## src/rtl/result_writeback.sv

```systemverilog
`timescale 1ns/1ps
// result_writeback
// Writes finished SIZE x SIZE result tiles to matrix C, one DMA write burst
// per tile row. Columns past n are masked with zero strobes and zero data.
// Rows past m are consumed from the result stream but never written.
module result_writeback #(
   parameter int unsigned SIZE       = 16,
   parameter int unsigned ELEM_BYTES = 4,
   parameter int unsigned BEATS      = SIZE * ELEM_BYTES / 32
) (
   input  logic         clk,
   input  logic         rstn,
   input  logic         start,
   input  logic [31:0]  addr_base_c,
   input  logic [31:0]  m,
   input  logic [31:0]  n,
   output logic         busy,
   output logic         done,
   input  logic         res_valid,
   output logic         res_ready,
   input  logic [255:0] res_data,
   output logic         dma_wr_start,
   output logic [31:0]  dma_wr_addr,
   output logic [7:0]   dma_wr_len,
   output logic         dma_wr_valid,
   input  logic         dma_wr_ready,
   output logic [255:0] dma_wr_data,
   output logic [31:0]  dma_wr_strb,
   output logic         dma_wr_last,
   input  logic         dma_wr_done
);

   localparam int unsigned BW        = (BEATS > 1) ? $clog2(BEATS) : 1;
   localparam int unsigned RW        = $clog2(SIZE);
   localparam logic [BW-1:0] BEAT_LAST = BW'(BEATS - 1);
   localparam logic [RW-1:0] ROW_LAST  = RW'(SIZE - 1);
   localparam logic [32:0]   SIZE_33   = 33'(SIZE);
   // Byte distance between horizontally adjacent tiles
   localparam logic [31:0]   TILE_STEP = 32'(SIZE * ELEM_BYTES);

   typedef enum logic [2:0] {
      IDLE = 3'd0,
      REQ  = 3'd1,
      DATA = 3'd2,
      RESP = 3'd3,
      SKIP = 3'd4,
      FIN  = 3'd5
   } state_t;

   // True when element e of the given beat falls inside the n columns of C
   function automatic logic col_in_range(input logic [31:0]   n_cnt,
                                         input logic [BW-1:0] beat,
                                         input int unsigned   e,
                                         input logic [31:0]   n_lim);
      logic [32:0] col;
      col = {1'b0, n_cnt} + (33'(beat) << 3) + 33'(e);
      return col < {1'b0, n_lim};
   endfunction

   state_t        state_r, state_nx_s;
   logic [31:0]   m_r, n_r, pitch_r, strip_pitch_r;
   logic [31:0]   m_cnt_r, n_cnt_r;
   logic [RW-1:0] row_r;
   logic [BW-1:0] beat_r;
   logic [31:0]   row_addr_r, tile_addr_r, strip_addr_r;
   logic          busy_r, done_r, wr_start_r;
   logic [31:0]   wr_addr_r;
   logic [7:0]    wr_len_r;

   logic          row_valid_s, beat_last_s, row_last_s, n_wrap_s, m_last_s;
   logic          xfer_s, skip_s, advance_s, empty_job_s;
   logic [31:0]   strb_s;
   logic [255:0]  mask_s;

   // Decode position within the job: row validity, last beat/row/tile
   always_comb begin
      row_valid_s = ({1'b0, m_cnt_r} + 33'(row_r)) < {1'b0, m_r};
      beat_last_s = (beat_r == BEAT_LAST);
      row_last_s  = (row_r == ROW_LAST);
      n_wrap_s    = ({1'b0, n_cnt_r} + SIZE_33) >= {1'b0, n_r};
      m_last_s    = ({1'b0, m_cnt_r} + SIZE_33) >= {1'b0, m_r};
      xfer_s      = (state_r == DATA) && res_valid && dma_wr_ready;
      skip_s      = (state_r == SKIP) && res_valid;
      advance_s   = ((state_r == RESP) && dma_wr_done) || (skip_s && beat_last_s);
      empty_job_s = (m == 32'd0) || (n == 32'd0);
   end

   // Next-state selection
   always_comb begin
      state_nx_s = state_r;
      case (state_r)
         IDLE: begin
            if (start) begin
               if (empty_job_s) begin
                  state_nx_s = FIN;
               end else begin
                  state_nx_s = REQ;
               end
            end else begin
               state_nx_s = IDLE;
            end
         end
         REQ: begin
            if (row_valid_s) begin
               state_nx_s = DATA;
            end else begin
               state_nx_s = SKIP;
            end
         end
         DATA: begin
            if (xfer_s && beat_last_s) begin
               state_nx_s = RESP;
            end else begin
               state_nx_s = DATA;
            end
         end
         RESP, SKIP: begin
            if (advance_s) begin
               if (row_last_s && n_wrap_s && m_last_s) begin
                  state_nx_s = FIN;
               end else begin
                  state_nx_s = REQ;
               end
            end else begin
               state_nx_s = state_r;
            end
         end
         FIN:     state_nx_s = IDLE;
         default: state_nx_s = IDLE;
      endcase
   end

   // Per-element byte strobes and data mask for the current beat
   always_comb begin
      strb_s = 32'd0;
      mask_s = 256'd0;
      for (int unsigned e = 0; e < 8; e++) begin
         if (col_in_range(n_cnt_r, beat_r, e, n_r)) begin
            strb_s[e*4 +: 4]  = 4'hF;
            mask_s[e*32 +: 32] = 32'hFFFF_FFFF;
         end else begin
            strb_s[e*4 +: 4]  = 4'h0;
            mask_s[e*32 +: 32] = 32'h0000_0000;
         end
      end
   end

   // Beat channel: pass-through in DATA, sink in SKIP, quiet otherwise
   always_comb begin
      res_ready    = 1'b0;
      dma_wr_valid = 1'b0;
      dma_wr_data  = 256'd0;
      dma_wr_strb  = 32'd0;
      dma_wr_last  = 1'b0;
      if (state_r == DATA) begin
         res_ready    = dma_wr_ready;
         dma_wr_valid = res_valid;
         dma_wr_data  = res_data & mask_s;
         dma_wr_strb  = strb_s;
         dma_wr_last  = beat_last_s;
      end else if (state_r == SKIP) begin
         res_ready = 1'b1;
      end else begin
         res_ready = 1'b0;
      end
   end

   // State register
   always_ff @(posedge clk or negedge rstn) begin
      if (!rstn) begin
         state_r <= IDLE;
      end else begin
         state_r <= state_nx_s;
      end
   end

   // Job registers, tile/row walk and registered control outputs
   always_ff @(posedge clk or negedge rstn) begin
      if (!rstn) begin
         m_r           <= 32'd0;
         n_r           <= 32'd0;
         pitch_r       <= 32'd0;
         strip_pitch_r <= 32'd0;
         m_cnt_r       <= 32'd0;
         n_cnt_r       <= 32'd0;
         row_r         <= '0;
         beat_r        <= '0;
         row_addr_r    <= 32'd0;
         tile_addr_r   <= 32'd0;
         strip_addr_r  <= 32'd0;
         busy_r        <= 1'b0;
         done_r        <= 1'b0;
         wr_start_r    <= 1'b0;
         wr_addr_r     <= 32'd0;
         wr_len_r      <= 8'd0;
      end else begin
         done_r     <= 1'b0;
         wr_start_r <= 1'b0;

         if ((state_r == IDLE) && start) begin
            m_r           <= m;
            n_r           <= n;
            pitch_r       <= n * 32'(ELEM_BYTES);
            strip_pitch_r <= n * TILE_STEP;
            m_cnt_r       <= 32'd0;
            n_cnt_r       <= 32'd0;
            row_r         <= '0;
            beat_r        <= '0;
            row_addr_r    <= addr_base_c;
            tile_addr_r   <= addr_base_c;
            strip_addr_r  <= addr_base_c;
            busy_r        <= 1'b1;
            wr_len_r      <= 8'(BEATS);
         end

         // Burst request is issued only for rows inside the matrix
         if ((state_r == REQ) && row_valid_s) begin
            wr_start_r <= 1'b1;
            wr_addr_r  <= row_addr_r;
         end

         if (xfer_s || skip_s) begin
            if (beat_last_s) begin
               beat_r <= '0;
            end else begin
               beat_r <= beat_r + BW'(1);
            end
         end

         // Row advance; at a tile boundary jump to the next tile origin
         if (advance_s) begin
            if (row_last_s) begin
               row_r <= '0;
               if (n_wrap_s) begin
                  n_cnt_r      <= 32'd0;
                  m_cnt_r      <= m_cnt_r + 32'(SIZE);
                  strip_addr_r <= strip_addr_r + strip_pitch_r;
                  tile_addr_r  <= strip_addr_r + strip_pitch_r;
                  row_addr_r   <= strip_addr_r + strip_pitch_r;
               end else begin
                  n_cnt_r     <= n_cnt_r + 32'(SIZE);
                  tile_addr_r <= tile_addr_r + TILE_STEP;
                  row_addr_r  <= tile_addr_r + TILE_STEP;
               end
            end else begin
               row_r      <= row_r + RW'(1);
               row_addr_r <= row_addr_r + pitch_r;
            end
         end

         if (state_r == FIN) begin
            busy_r <= 1'b0;
            done_r <= 1'b1;
         end
      end
   end

   assign busy         = busy_r;
   assign done         = done_r;
   assign dma_wr_start = wr_start_r;
   assign dma_wr_addr  = wr_addr_r;
   assign dma_wr_len   = wr_len_r;

endmodule

```

## config.mk

```make
export PLATFORM = sky130hd
export DESIGN_NAME = result_writeback
export DESIGN_NICKNAME = d
export VERILOG_FILES = /design/src/rtl/result_writeback.sv
export SDC_FILE = /design/constraint.sdc
export NUM_CORES = 2
export LEC_CHECK = 0
export CORE_MARGIN = 2
export CORE_UTILIZATION = 25
export DETAILED_ROUTE_END_ITERATION = 12
export HOLD_SLACK_MARGIN = 0.03
export PLACE_DENSITY = 0.47
export SLEW_MARGIN = 5
export SYNTH_ARGS = -nofsm -noshare
export SYNTH_HDL_FRONTEND = slang
export SYNTH_SLANG_ARGS = --single-unit
```

## constraint.sdc

```tcl
create_clock -name clk -period 7.9 [get_ports clk]
set_clock_uncertainty 0.2 [all_clocks]
set_input_delay 1.185 -clock clk [delete_from_list [all_inputs] [get_ports clk]]
set_output_delay 1.185 -clock clk [all_outputs]
set_load 0.005 [all_outputs]
```

==> flow_metrics.py <==
metrics = {
    "yosys": {
        "synth_top_area_share_pct": 22.4,
        "synth_area_leaders": "dfrtp_1 (22%), ha_1 (17%), xnor2_1 (8.8%)",
        "syn_inst": 3664,
        "avgSynthCellArea_um2": 8.16,
        "yosysTopAreaCell": "dfrtp_1",
        "async_reset_ff_share_pct": 100,
        "yosys_warnings": 0,
        "synthFlopType": "dfrtp_1",
        "synth_cell_types": 86,
        "ys_seq_area_share_pct": 22.4,
        "synth-edff-count": 0,
        "synth_area_mm2": 0.0299,
        "ys_seq_elements": 268,
    },
    "clock_network": {
        "cts.sinks": 268,
        "cts_tree": "done",
        "ctsHoldBuffers": 0,
        "insertion_delay_ns": 0.58,
        "cts_buffers": 38,
        "htree_levels": 2,
        "cts.clk_slew.worst_paths_ns": 0.06,
        "ctsRootBufferMaster": "clkbuf_16",
        "clock_path_buffers": 3,
    },
    "power": {
        "switchingPower_mw": 5.46,
        "p_clk_share_pct": 15.6,
        "switching_share_pct": 46.1,
        "p_int_mw": 6.37,
        "pwr-share-comb_pct": 64.7,
        "p_leak_nw": 18.1,
        "ir_drop_mv": 0.153,
        "power_frac_seq_pct": 19.8,
        "power_density_mw_per_mm2": 288,
    },
    "die": {
        "die_area_mm2": 0.122,
        "rows": 126,
        "initial_core_util_pct": 25.3,
        "core_mm2": 0.118,
        "die_x_um": 350,
        "io_pins": 692,
        "fp.dieH_um": 350,
    },
    "finish": {
        "syn_to_final_growth_pct": 37.1,
        "final_util_pct": 34.6,
        "fin_nets": 5125,
        "drive_gt1_share_pct": 9.09,
        "nFillCells": 12400,
        "finalInstanceArea_mm2": 0.0410,
    },
    "timing": {
        "fmax_ghz": 0.130,
        "setup_tns_ns": 0,
        "finalCriticalPeriod_ns": 7.70,
        "max_slew_margin_pct": 27.4,
        "worst_slack_ns": 0.200,
        "slew_viol_final": 0,
        "hold_violations": 0,
        "finalCritPeriodShare_pct": 97.5,
        "setup_violations": 0,
        "tightest_slew_ns": 1.08,
        "grt_setup_unrepaired": "yes",
    },
    "detailed_routing": {
        "vias": 31100,
        "drt-pass1-iter-count": 5,
        "wirelength_um": 154000,
        "wl_per_cell_um": 25.7,
        "drc_errors": 0,
        "drt.antenna.violating_nets": 0,
        "via_per_inst": 5.18,
        "first_iter_violations": 2666,
    },
    "placed_design": {
        "place_ws_ns": -0.101,
        "dp_hpwl_um": 126000,
        "port_buffers": 684,
        "place.gp.congestion": 1.03,
        "placed_cell_area_mm2": 0.0391,
    },
    "setup_path": {
        "reg2regPathDepth": 15,
        "path_class": "reg2out",
        "worst_setup_path_start_kind": "register",
        "crit_top_cell": "a21o_1",
        "end_kind": "output pin",
        "r2r_setup_slack_ns": 1.88,
        "r2r_start": "m_cnt_r[4]$_DFF_PN0_",
        "r2r-end": "dma_wr_addr[24]$_DFFE_PN0P_",
        "slowest_stage": "or4_4",
        "worstPathRequired_ns": 6.51,
        "cp_data_arrival_time_ns": 6.31,
        "cp_max_fo": 22,
        "max_stage_delay_ns": 0.57,
    },
    "min_path": {
        "hp-class": "reg2reg",
        "min_path_cells": 2,
        "hp-start": "tile_addr_r[4]$_DFF_PN0_",
        "hold_end": "tile_addr_r[4]$_DFF_PN0_",
    },
    "global_routing": {
        "grt_use_met3_pct": 7.76,
        "globalRouteOverflowTotal": 0,
        "top_usage_layer": "met1",
        "grt_antenna_before_repair": 31,
        "met2_usage_pct": 34.4,
        "grt_pass1_wl_um": 215000,
        "grt_util_all_layers_pct": 24.0,
        "grtUsageMet1_pct": 34.9,
        "grt_start_max_net_pins": 133,
        "grt_pass1_vias": 29600,
    },
    "status": {
        "outcome": "finished, final reports clean",
    },
    "run": {
        "max-cap-violations": 0,
    },
}
[power by group through the flow]
stage,sequential (mW),combinational (mW),clock [mW]
floorplan,2.14,4.35,0
global placement,2.34,7.40,0
detailed placement,2.34,7.44,0
CTS,2.32,7.49,1.90
global route,2.39,8.34,1.95
finish,2.34,7.65,1.84
[state kept, by name (all words and copies together) (netlist names), 3 cells and up]
name / flops
n_cnt_r: 32
state_r: 3
tile_addr_r: 32
strip_addr_r: 32
row_r: 4
m_r: 32
dma_wr_addr: 32
n_r: 32
m_cnt_r: 32
row_addr_r: 32
[worst max path at each step]
| stage | start | cells past startpoint | to |
|---|---|---|---|
| 6_report | n_cnt_r[3]$_DFFE_PN0P_ | 25 | dma_wr_data[224] |
| 3_3_place_gp | n_cnt_r[3]$_DFFE_PN0P_ | 19 | dma_wr_data[161] |
| 3_5_place_dp | n_cnt_r[3]$_DFFE_PN0P_ | 19 | dma_wr_data[161] |
| 5_1_grt | n_cnt_r[3]$_DFFE_PN0P_ | 25 | dma_wr_data[232] |
| 2_1_floorplan | beat_last_s$_DFFE_PN0P_ | 22 | dma_wr_data[215] |
| 4_1_cts | n_cnt_r[3]$_DFFE_PN0P_ | 24 | dma_wr_data[195] |
[placed cells by master (no fill, tap or decap), types with 22 or more instances in the layout]
cell,count
a211o_1,22
a211oi_1,80
a21o_1,131
a21oi_1,214
a22o_1,25
a31oi_1,23
and2_1,173
and3_1,39
buf_4,151
clkbuf_16,41
clkdlybuf4s50_1,664
dfrtp_1,263
ha_1,409
inv_1,161
mux2_2,42
nand2_1,385
nand3_1,124
nand4_1,72
nor2_1,173
nor2b_1,28
nor3_1,55
nor3b_1,62
nor4_1,34
o21a_1,33
o21ai_0,189
o31ai_1,28
xnor2_1,296
xor2_1,68
[critical path, delay by kind of cell (launching register included)]
family / cells / cell delay [ns]
AO/OA/AOI/OAI: 9 / 1.86
XOR/XNOR: 2 / 0.33
adder cells (fa/ha/maj): 3 / 0.68
buffers and inverters: 6 / 1.45
flip-flops: 1 / 0.37
AND/OR/NAND/NOR: 5 / 1.02
[per-stage QoR]
stage	power (mW)	cells	hold slack, ns
floorplan	6.49	3670	0.242
global placement	9.74	5892	0.259
detailed placement	9.78	5892	0.263
CTS	11.7	5966	0.279
global route	12.7	5987	0.304
finish	11.8	5995	0.273
[final cells by class]
| cell class | count | area, µm² | area share (%) |
|---|---|---|---|
| Timing Repair Buffer | 843 | 8130 | 19.8 |
| Antenna cell | 17 | 42.5 | 0.104 |
| Tap cell | 1600 | 2000 | 4.88 |
| Sequential cell | 268 | 6710 | 16.4 |
| Clock inverter | 16 | 239 | 0.583 |
| Multi-Input combinational cell | 3020 | 22100 | 53.9 |
| Clock buffer | 49 | 1070 | 2.62 |
| Inverter | 182 | 687 | 1.68 |
[per-layer routing]
layer | routed length, µm | vias up
met5 | 250 | -
met4 | 3110 | 40
met3 | 14800 | 172
met2 | 62800 | 1199
met1 | 73200 | 15200
li1 | - | 14500
[timing repair]
item                       4_1_cts  5_1_grt
pin swaps                        5       11
gates resized for setup         43       58
buffers inserted                 6        8
setup endpoints to repair      252      254
gates cloned                     3        4
[cell usage after synthesis (all sizes together) (12+ instances only)]
library cell  count
ha              411
nand2           386
xnor2           300
dfrtp           268
a21oi           219
o21ai           196
nor2            183
and2            175
inv             175
a21o            131
nand3           130
clkbuf          124
a211oi           84
buf              81
nand4            74
xor2             71
nor3b            70
nor3             61
nor4             43
and3             42
mux2             42
o21a             34
o31ai            31
nor2b            28
a22o             25
a31oi            23
a211o            22
nand2b           20
or3              19
o211ai           15
mux2i            14
or2              14
o2111ai          12
[cells by family (layout without fill, tap and decap cells)]
family                     count (synthesis)  count (layout)  synth area share (%)
muxes                                     56              56                  2.05
other                                      1              24                0.0125
and+or+nand+nor                         1291            1291                  22.6
DFF                                      268             268                  22.4
xor gates and xnor gates                 371             371                  10.9
buffers and inverters                    387            1090                  5.54
adders and majority gates                414             414                  17.4
AOI/OAI and AO/OA                        876             881                  19.1
Note: power is estimated with default switching activity, not from simulation.
